[src/rtl/pix_stream_pkg.sv]
// Shared types and widths for the pixel stream generator.
// PIX_STREAM_ZERO_PAD_EN (optional) zero-pads a 2-pixel border of the active area.
package pix_stream_pkg;
   localparam int COORD_W = 13;
   localparam int PIX_W   = 8;
   localparam int ADDR_W  = 19;

   typedef enum logic [1:0] {
      ST_IDLE,
      ST_LINE,
      ST_HBLANK,
      ST_VBLANK
   } state_e;
endpackage

[src/rtl/raster_counter.sv]
// Raster row/column counter with line and frame wrap plus terminal-count flags.
// Wraps to row=0/col=0 by itself after the last blank line's last column.
module raster_counter
   import pix_stream_pkg::*;
#(
   parameter int WIDTH  = 640,
   parameter int HEIGHT = 480,
   parameter int HBLANK = 160,
   parameter int VBLANK = 45
) (
   input  logic               clk_i,
   input  logic               rst_i,
   input  logic               en_i,
   output logic [COORD_W-1:0] row_o,
   output logic [COORD_W-1:0] col_o,
   output logic               act_end_o,
   output logic               line_end_o,
   output logic               last_act_row_o,
   output logic               frame_end_o
);
   localparam logic [COORD_W-1:0] COL_ACT_LAST = COORD_W'(WIDTH - 1);
   localparam logic [COORD_W-1:0] COL_LAST     = COORD_W'(WIDTH + HBLANK - 1);
   localparam logic [COORD_W-1:0] ROW_ACT_LAST = COORD_W'(HEIGHT - 1);
   localparam logic [COORD_W-1:0] ROW_LAST     = COORD_W'(HEIGHT + VBLANK - 1);

   logic [COORD_W-1:0] row_q, row_d;
   logic [COORD_W-1:0] col_q, col_d;

   assign act_end_o      = (col_q == COL_ACT_LAST);
   assign line_end_o     = (col_q == COL_LAST);
   assign last_act_row_o = (row_q == ROW_ACT_LAST);
   assign frame_end_o    = line_end_o && (row_q == ROW_LAST);
   assign row_o          = row_q;
   assign col_o          = col_q;

   always_comb begin
      row_d = row_q;
      col_d = col_q;
      if (en_i) begin
         if (line_end_o) begin
            col_d = '0;
            row_d = frame_end_o ? '0 : row_q + COORD_W'(1);
         end else begin
            col_d = col_q + COORD_W'(1);
         end
      end
   end

   always_ff @(posedge clk_i or posedge rst_i) begin
      if (rst_i) begin
         row_q <= '0;
         col_q <= '0;
      end else begin
         row_q <= row_d;
         col_q <= col_d;
      end
   end
endmodule

[src/rtl/pix_stream_gen.sv]
// Raster-order pixel streamer from a 1-cycle-latency frame RAM; outputs lag the counters by one cycle.
// Define PIX_STREAM_ZERO_PAD_EN to zero the 2-pixel border of the active area (valid unchanged).
module pix_stream_gen
   import pix_stream_pkg::*;
#(
   parameter int WIDTH  = 640,
   parameter int HEIGHT = 480,
   parameter int HBLANK = 160,
   parameter int VBLANK = 45
) (
   input  logic               clk,
   input  logic               rst,
   input  logic               start,
   output logic [ADDR_W-1:0]  mem_addr,
   input  logic [PIX_W-1:0]   mem_q,
   output logic [PIX_W-1:0]   pix,
   output logic [COORD_W-1:0] row,
   output logic [COORD_W-1:0] col,
   output logic               valid,
   output logic               busy,
   output logic               frame_done
);
   state_e              state_q, state_d;
   logic [ADDR_W-1:0]   addr_q, addr_d;
   logic [COORD_W-1:0]  cnt_row, cnt_col;
   logic                act_end, line_end, last_act_row, frame_end;
   logic [COORD_W-1:0]  row_q, col_q;
   logic                valid_q, busy_q, done_q;
   logic                busy_d, done_d;

   raster_counter #(
      .WIDTH (WIDTH),
      .HEIGHT(HEIGHT),
      .HBLANK(HBLANK),
      .VBLANK(VBLANK)
   ) u_cnt (
      .clk_i         (clk),
      .rst_i         (rst),
      .en_i          (state_q != ST_IDLE),
      .row_o         (cnt_row),
      .col_o         (cnt_col),
      .act_end_o     (act_end),
      .line_end_o    (line_end),
      .last_act_row_o(last_act_row),
      .frame_end_o   (frame_end)
   );

   always_comb begin
      state_d = state_q;
      addr_d  = addr_q;
      unique case (state_q)
         ST_IDLE: begin
            if (start) begin
               state_d = ST_LINE;
               addr_d  = '0;
            end
         end
         ST_LINE: begin
            addr_d = addr_q + ADDR_W'(1);
            if (act_end) state_d = ST_HBLANK;
         end
         ST_HBLANK: begin
            if (line_end) state_d = last_act_row ? ST_VBLANK : ST_LINE;
         end
         ST_VBLANK: begin
            // Final count: start chains straight into the next frame.
            if (frame_end) begin
               if (start) begin
                  state_d = ST_LINE;
                  addr_d  = '0;
               end else begin
                  state_d = ST_IDLE;
               end
            end
         end
         default: state_d = ST_IDLE;
      endcase
   end

   // frame_done keeps busy high for one extra cycle after the counters stop.
   assign done_d = (state_q == ST_VBLANK) && frame_end;
   assign busy_d = (state_d != ST_IDLE) || done_d;

   always_ff @(posedge clk or posedge rst) begin
      if (rst) begin
         state_q <= ST_IDLE;
         addr_q  <= '0;
         row_q   <= '0;
         col_q   <= '0;
         valid_q <= 1'b0;
         busy_q  <= 1'b0;
         done_q  <= 1'b0;
      end else begin
         state_q <= state_d;
         addr_q  <= addr_d;
         row_q   <= cnt_row;
         col_q   <= cnt_col;
         valid_q <= (state_q == ST_LINE);
         busy_q  <= busy_d;
         done_q  <= done_d;
      end
   end

`ifdef PIX_STREAM_ZERO_PAD_EN
   logic pad_q, pad_d;

   assign pad_d = (cnt_row < COORD_W'(2)) || (cnt_row >= COORD_W'(HEIGHT - 2)) ||
                  (cnt_col < COORD_W'(2)) || (cnt_col >= COORD_W'(WIDTH - 2));

   always_ff @(posedge clk or posedge rst) begin
      if (rst) pad_q <= 1'b0;
      else     pad_q <= pad_d;
   end

   assign pix = (valid_q && !pad_q) ? mem_q : '0;
`else
   // mem_q already lags mem_addr by one cycle, matching the registered coordinates.
   assign pix = valid_q ? mem_q : '0;
`endif

   assign mem_addr   = addr_q;
   assign row        = row_q;
   assign col        = col_q;
   assign valid      = valid_q;
   assign busy       = busy_q;
   assign frame_done = done_q;
endmodule
[config.mk]
export PLATFORM = sky130hd
export DESIGN_NAME = pix_stream_gen
export DESIGN_NICKNAME = d
export VERILOG_FILES = /design/src/rtl/pix_stream_pkg.sv /design/src/rtl/raster_counter.sv /design/src/rtl/pix_stream_gen.sv
export SDC_FILE = /design/constraint.sdc
export NUM_CORES = 1
export LEC_CHECK = 0
export CAP_MARGIN = 5
export CORE_MARGIN = 2
export CORE_UTILIZATION = 30
export CTS_BUF_LIST = sky130_fd_sc_hd__clkbuf_8
export DETAILED_ROUTE_END_ITERATION = 16
export PLACE_DENSITY = 0.58
export SYNTH_ARGS = -nofsm -noshare
export SYNTH_HDL_FRONTEND = slang
export SYNTH_SLANG_ARGS = --single-unit
[constraint.sdc]
create_clock -name clk -period 4.12 [get_ports clk]
set_clock_uncertainty 0.2 [all_clocks]
set_input_delay 0.412 -clock clk [delete_from_list [all_inputs] [get_ports clk]]
set_output_delay 0.412 -clock clk [all_outputs]
set_load 0.02 [all_outputs]
Word level (Yosys, flattened, before mapping)
Cells that the tools add are included.
- output and inout port bits: 56
- logic and storage cells: 42
- flip-flop bits (word level): 76
- $add $sub $neg: 3
- muxes and demuxes: 13
- equality and inequality tests: 8
- reduce and logical (&&, ||, !) cells: 9
- operators by type and width (cell ; number):
    19-bit case mux with 3 select lines ; 1
    13-bit by 10-bit equality test with 1-bit output, second input constant ; 3
    19-bit 2-to-1 mux ; 2
    13-bit by 1-bit adder with 13-bit output, second input constant ; 2
    13-bit 2-to-1 mux ; 2
    19-bit by 1-bit adder with 19-bit output, second input constant ; 1
    13-bit by 9-bit equality test with 1-bit output, second input constant ; 1
    2-bit 2-to-1 mux ; 5
    8-bit 2-to-1 mux ; 1
    2-bit case mux with 4 select lines ; 1
    2-bit equality test, second input constant ; 2
    2-bit AND reduction ; 2
    2-bit nonzero test ; 2
    3-bit nonzero test ; 1
    2-bit by 1-bit equality test with 1-bit output, second input constant ; 1
    1-bit logical AND ; 2
    2-bit zero test ; 1
    2-bit != test, second input constant ; 1
    1-bit logical OR ; 1
    1-bit 2-to-1 mux ; 1

Depth between registers and ports, before layout
- word-level depth: 6
- mapped depth: 9
- gate-level depth less buffers: 7

By module
A second synthesis with hierarchy kept.
- cell total of the unflattened synthesis: 319
- area, all modules: 3438.3 um^2
- by module, submodules not included (module ; cells an instance ; area each (um^2) ; instances ; seq. area each (um^2)):
    pix_stream_gen ; 174 ; 1964.4 ; 1 ; 1251.2
    raster_counter ; 145 ; 1473.9 ; 1 ; 650.6

Worst setup path after synthesis
Ideal clock, no wire load.
- kind: reg2reg
- from: register u_cnt.row_q[0], in the netlist u_cnt.row_o[0]
- to: register addr_q[17], in the netlist mem_addr[17]
- setup slack: 1.646 ns
- stages on the path, launching flop included: 9
- data arrival time: 2.208 ns
- data required time: 3.854 ns
- buffers on the path: 1
- cell sequence: dfrtp_1 inv_1 ha_1 or4bb_1 nor4_1 a21oi_2 buf_6 or4_1 nand2_1
- cells in the longest elaborated chain, start to end: 4
- RTL lines (what ; RTL line ; text):
    from (decl) ; raster_counter.sv:26 ; logic [COORD_W-1:0] row_q, row_d;
    from (signal assigned) ; raster_counter.sv:54 ; row_q <= row_d;
    13-bit by 10-bit equality test with 1-bit output ; raster_counter.sv:32 ; assign frame_end_o = line_end_o && (row_q == ROW_LAST);
    1-bit logical AND ; raster_counter.sv:32 ;
    2-bit != test (no line) ; n/a ;
    2-bit AND reduction (no line) ; n/a ;
    to (signal assigned) ; pix_stream_gen.sv:95 ; addr_q <= addr_d;
    to (decl) ; pix_stream_gen.sv:24 ; logic [ADDR_W-1:0] addr_q, addr_d;
Every way passes these cells.
A chain may end at the register's enable or synchronous reset.

Worst setup path in the final report
- from: register u_cnt.col_q[10], in the netlist u_cnt.col_o[10]
- to: register addr_q[14], in the netlist mem_addr[14]
- cells in the longest elaborated chain, start to end: 4
- RTL lines (what ; RTL line ; text):
    from (decl) ; raster_counter.sv:27 ; logic [COORD_W-1:0] col_q, col_d;
    from (signal assigned) ; raster_counter.sv:55 ; col_q <= col_d;
    13-bit by 10-bit equality test with 1-bit output ; raster_counter.sv:30 ; assign line_end_o = (col_q == COL_LAST);
    1-bit logical AND ; raster_counter.sv:32 ;
    2-bit != test (no line) ; n/a ;
    2-bit AND reduction (no line) ; n/a ;
Every way passes these cells.

==> results.cfg <==
[synth]
syn_inst = 300
synthesized_flop_and_latch_total = 76
synth-edff-count = 0
netlist_area_um2 = 3270
postSynth.topFlopCell = sky130_fd_sc_hd__dfrtp_1
synth_cell_type_count = 42
ys_async_sr_fraction = 1.00
yosysSeqAreaShare = 0.582
synthesis.area_per_instance_um2 = 10.9
postSynthNetCount = 315
synth-warning-count = 0

[timing]
final.period_utilization = 0.703
setup_repair_after_global_routing_missed_its_margin = false
holdWs_ps = 210
final_hold_viol_count = 0
slew-limit-headroom = 0.257
maxClockFrequency_mhz = 345
fin_tns_setup_ps = 0
worst-slew-pin-transition_ps = 1120
timing.final.max_slew_violations = 0
min_period_ps = 2900
finalSetupViolCount = 0

[min_path]
min_delay_path_depth = 0
min_from = u_cnt.row_o[0]$_DFFE_PP0P_
holdCritPathClass = reg -> reg
worst_hold_path.endpoint = row[0]$_DFF_PP0_

[global_routing]
grt_antenna_before_repair = 0
pin_count_of_the_biggest_net_entering_global_routing = 53
grt_use_total = 0.131
grt_first_pass_wirelength_mm = 11.9
globalRoute.totalOverflow = 0
number_of_global_route_vias_before_repair = 2396

[place]
gp_congestion = 0.785
dp.final_hpwl_mm = 5.11
buffers_added_on_ports = 66

[cts]
tritoncts_clock_tree = built
post_cts_hold_buffer_count = 0
postCtsSetupRepairBufs = 0
clk_path_buf_depth = 2
clock_sink_count = 76
root_buffer = sky130_fd_sc_hd__clkbuf_8
clkTransAtPathRegs_ps = 80
cts_resized = 0
numCtsBuffers = 9
insertion_delay_ps = 350
clock_tree.htree_level_count = 3

[pwr]
internal_cell_power_uw = 1480
power_leakage_uw = 0.00178
net-switching-power_uw = 617
worst_ir_drop_vdd_uv = 215
power_density_nw_per_um2 = 485
share_comb_of_total_power = 0.213
sw_frac_of_total = 0.294
post-layout-total-power_uw = 2090
clock_power_share = 0.322
pwr-share-seq = 0.466

[setup_path]
setup.worst_path.class = reg -> reg
r2r.worst_path.cells = 5
type_of_destination_of_the_critical_path = flip-flop
rr_startpoint = u_cnt.col_o[10]$_DFFE_PP0N_
cp.required_ps = 4190
timing.reg2reg.setup_slack_ps = 1220
timing.rr.end = mem_addr[14]$_DFFE_PP0P_
critPathMaxFanout = 32
critical_path.startpoint_type = flip-flop
worst_ep_arrival_time_ps = 2970

[run_status]
status = finished clean

[floorplan]
floorplan.die_area_um2 = 11700
core_area_um2 = 10700
start_util = 0.304
num_io_pins = 67
die_x_um = 108
num_rows = 38
die_height_um = 108

[routing]
post_drt_wl_per_cell_um = 14.1
route.detailed.vias_per_inst = 4.93
detail_route.iter0.violations = 117
wl_mm = 7.26
drt_pass1_iterations = 4
num_vias = 2544
antenna_left = 0
route.detailed.drc = 0

[finish]
layout-area-overhead-vs-synth_pct = 32.2
filler_cells = 1065
final_net_count = 386
n_diodes = 0
drive_gt1_frac = 0.0638

[run]
cap_violations = 0
## placed cells by master (no fill, tap or decap), drive strengths merged, types with 6 or more instances in the layout
master	instances
nand3	18
dfrtp	76
a21oi	18
or3	14
xor2	10
clkdlybuf4s50	66
nand2	22
o21ai	20
and2	10
or4	6
nor2	18
nor3	7
xnor2	10
nand4	10
inv	7
and3	9
clkbuf	9
## cell families (layout without fill, tap and decap cells)
| kind of cell | after synthesis | in the layout | synth area share |
|---|---|---|---|
| xor gates and xnor gates | 20 | 20 | 0.0536 |
| DFF | 76 | 76 | 0.582 |
| muxes | 1 | 1 | 0.00307 |
| and+or+nand+nor | 133 | 133 | 0.232 |
| AOI/OAI and AO/OA | 53 | 53 | 0.0958 |
| buffers and inverters | 13 | 89 | 0.0176 |
| adders and majority gates | 4 | 4 | 0.0153 |
## Yosys cell counts (all sizes together) (5+ instances only)
library cell	count	area, um2
o21ai	20	100
nand2	22	82.6
nor3	7	35.0
nand4	10	62.6
dfrtp	76	1900
clkbuf	6	22.5
a21oi	18	93.8
xor2	10	87.6
nor2	18	67.6
xnor2	10	87.6
nand3	18	90.1
or4	6	45.0
nor4	5	52.6
and2	10	62.6
inv	5	18.8
or3	14	87.6
and3	9	56.3
## worst max-delay path, cell delays in order, from the launching register on
cell and delay [ps]:
sky130_fd_sc_hd__dfrtp_1 430, sky130_fd_sc_hd__or4b_4 570, sky130_fd_sc_hd__nor4_4 490, sky130_fd_sc_hd__a21oi_2 390, sky130_fd_sc_hd__or4_1 590, sky130_fd_sc_hd__a21oi_1 150
## power by group through the flow
stage	Combinational [uW]	Sequential (uW)	Clock, uW
detailed placement	449	989	0
CTS	451	975	694
floorplan	148	1060	0
finish	446	975	674
global route	487	995	728
global placement	442	986	0
## stage by stage
step	setup WS [ps]	cells	area, um2	util
floorplan	1570	300	3270	-
CTS	1210	516	4320	0.402
finish	1220	516	4320	0.402
global route	1000	516	4320	0.402
global placement	1280	500	4080	0.379
detailed placement	1140	500	4080	0.379
## area by class of cell
cell class | count | area (um2) | share of cell area
flip-flops and latches | 76 | 1900 | 0.441
multi-input cells | 211 | 1310 | 0.303
repair buffers | 68 | 676 | 0.157
well taps | 140 | 175 | 0.0406
clock buffers | 9 | 124 | 0.0287
clock inverters | 7 | 115 | 0.0267
inverters | 5 | 18.8 | 0.00435
## how the worst max path moves through the flow
stage / slack (ps) / startpoint / cells past startpoint / to
global placement: 1280 / start / 6 / mem_addr[15]$_DFFE_PP0P_
floorplan: 1570 / rst / 1 / busy$_DFF_PP0_
finish: 1220 / u_cnt.col_o[10]$_DFFE_PP0N_ / 5 / mem_addr[14]$_DFFE_PP0P_
CTS: 1210 / u_cnt.col_o[10]$_DFFE_PP0N_ / 5 / mem_addr[12]$_DFFE_PP0P_
global route: 1000 / u_cnt.row_o[0]$_DFFE_PP0P_ / 7 / mem_addr[12]$_DFFE_PP0P_
detailed placement: 1140 / start / 6 / mem_addr[5]$_DFFE_PP0P_
## metal layers
| metal | part of all wire | vias up | GRT usage |
|---|---|---|---|
| met5 | 0 | - | 0 |
| met4 | 0.011 | 0 | 0.0467 |
| met3 | 0.067 | 8 | 0.0428 |
| met2 | 0.47 | 69 | 0.204 |
| met1 | 0.46 | 1240 | 0.171 |
| li1 | - | 1227 | - |
## flip-flops by register name, indices dropped and copies added (netlist names)
register / count
busy: 1
col: 13
frame_done: 1
mem_addr: 19
row: 13
state_q: 2
u_cnt.col_o: 13
u_cnt.row_o: 13
valid: 1
(Power assumes the default switching activity.)
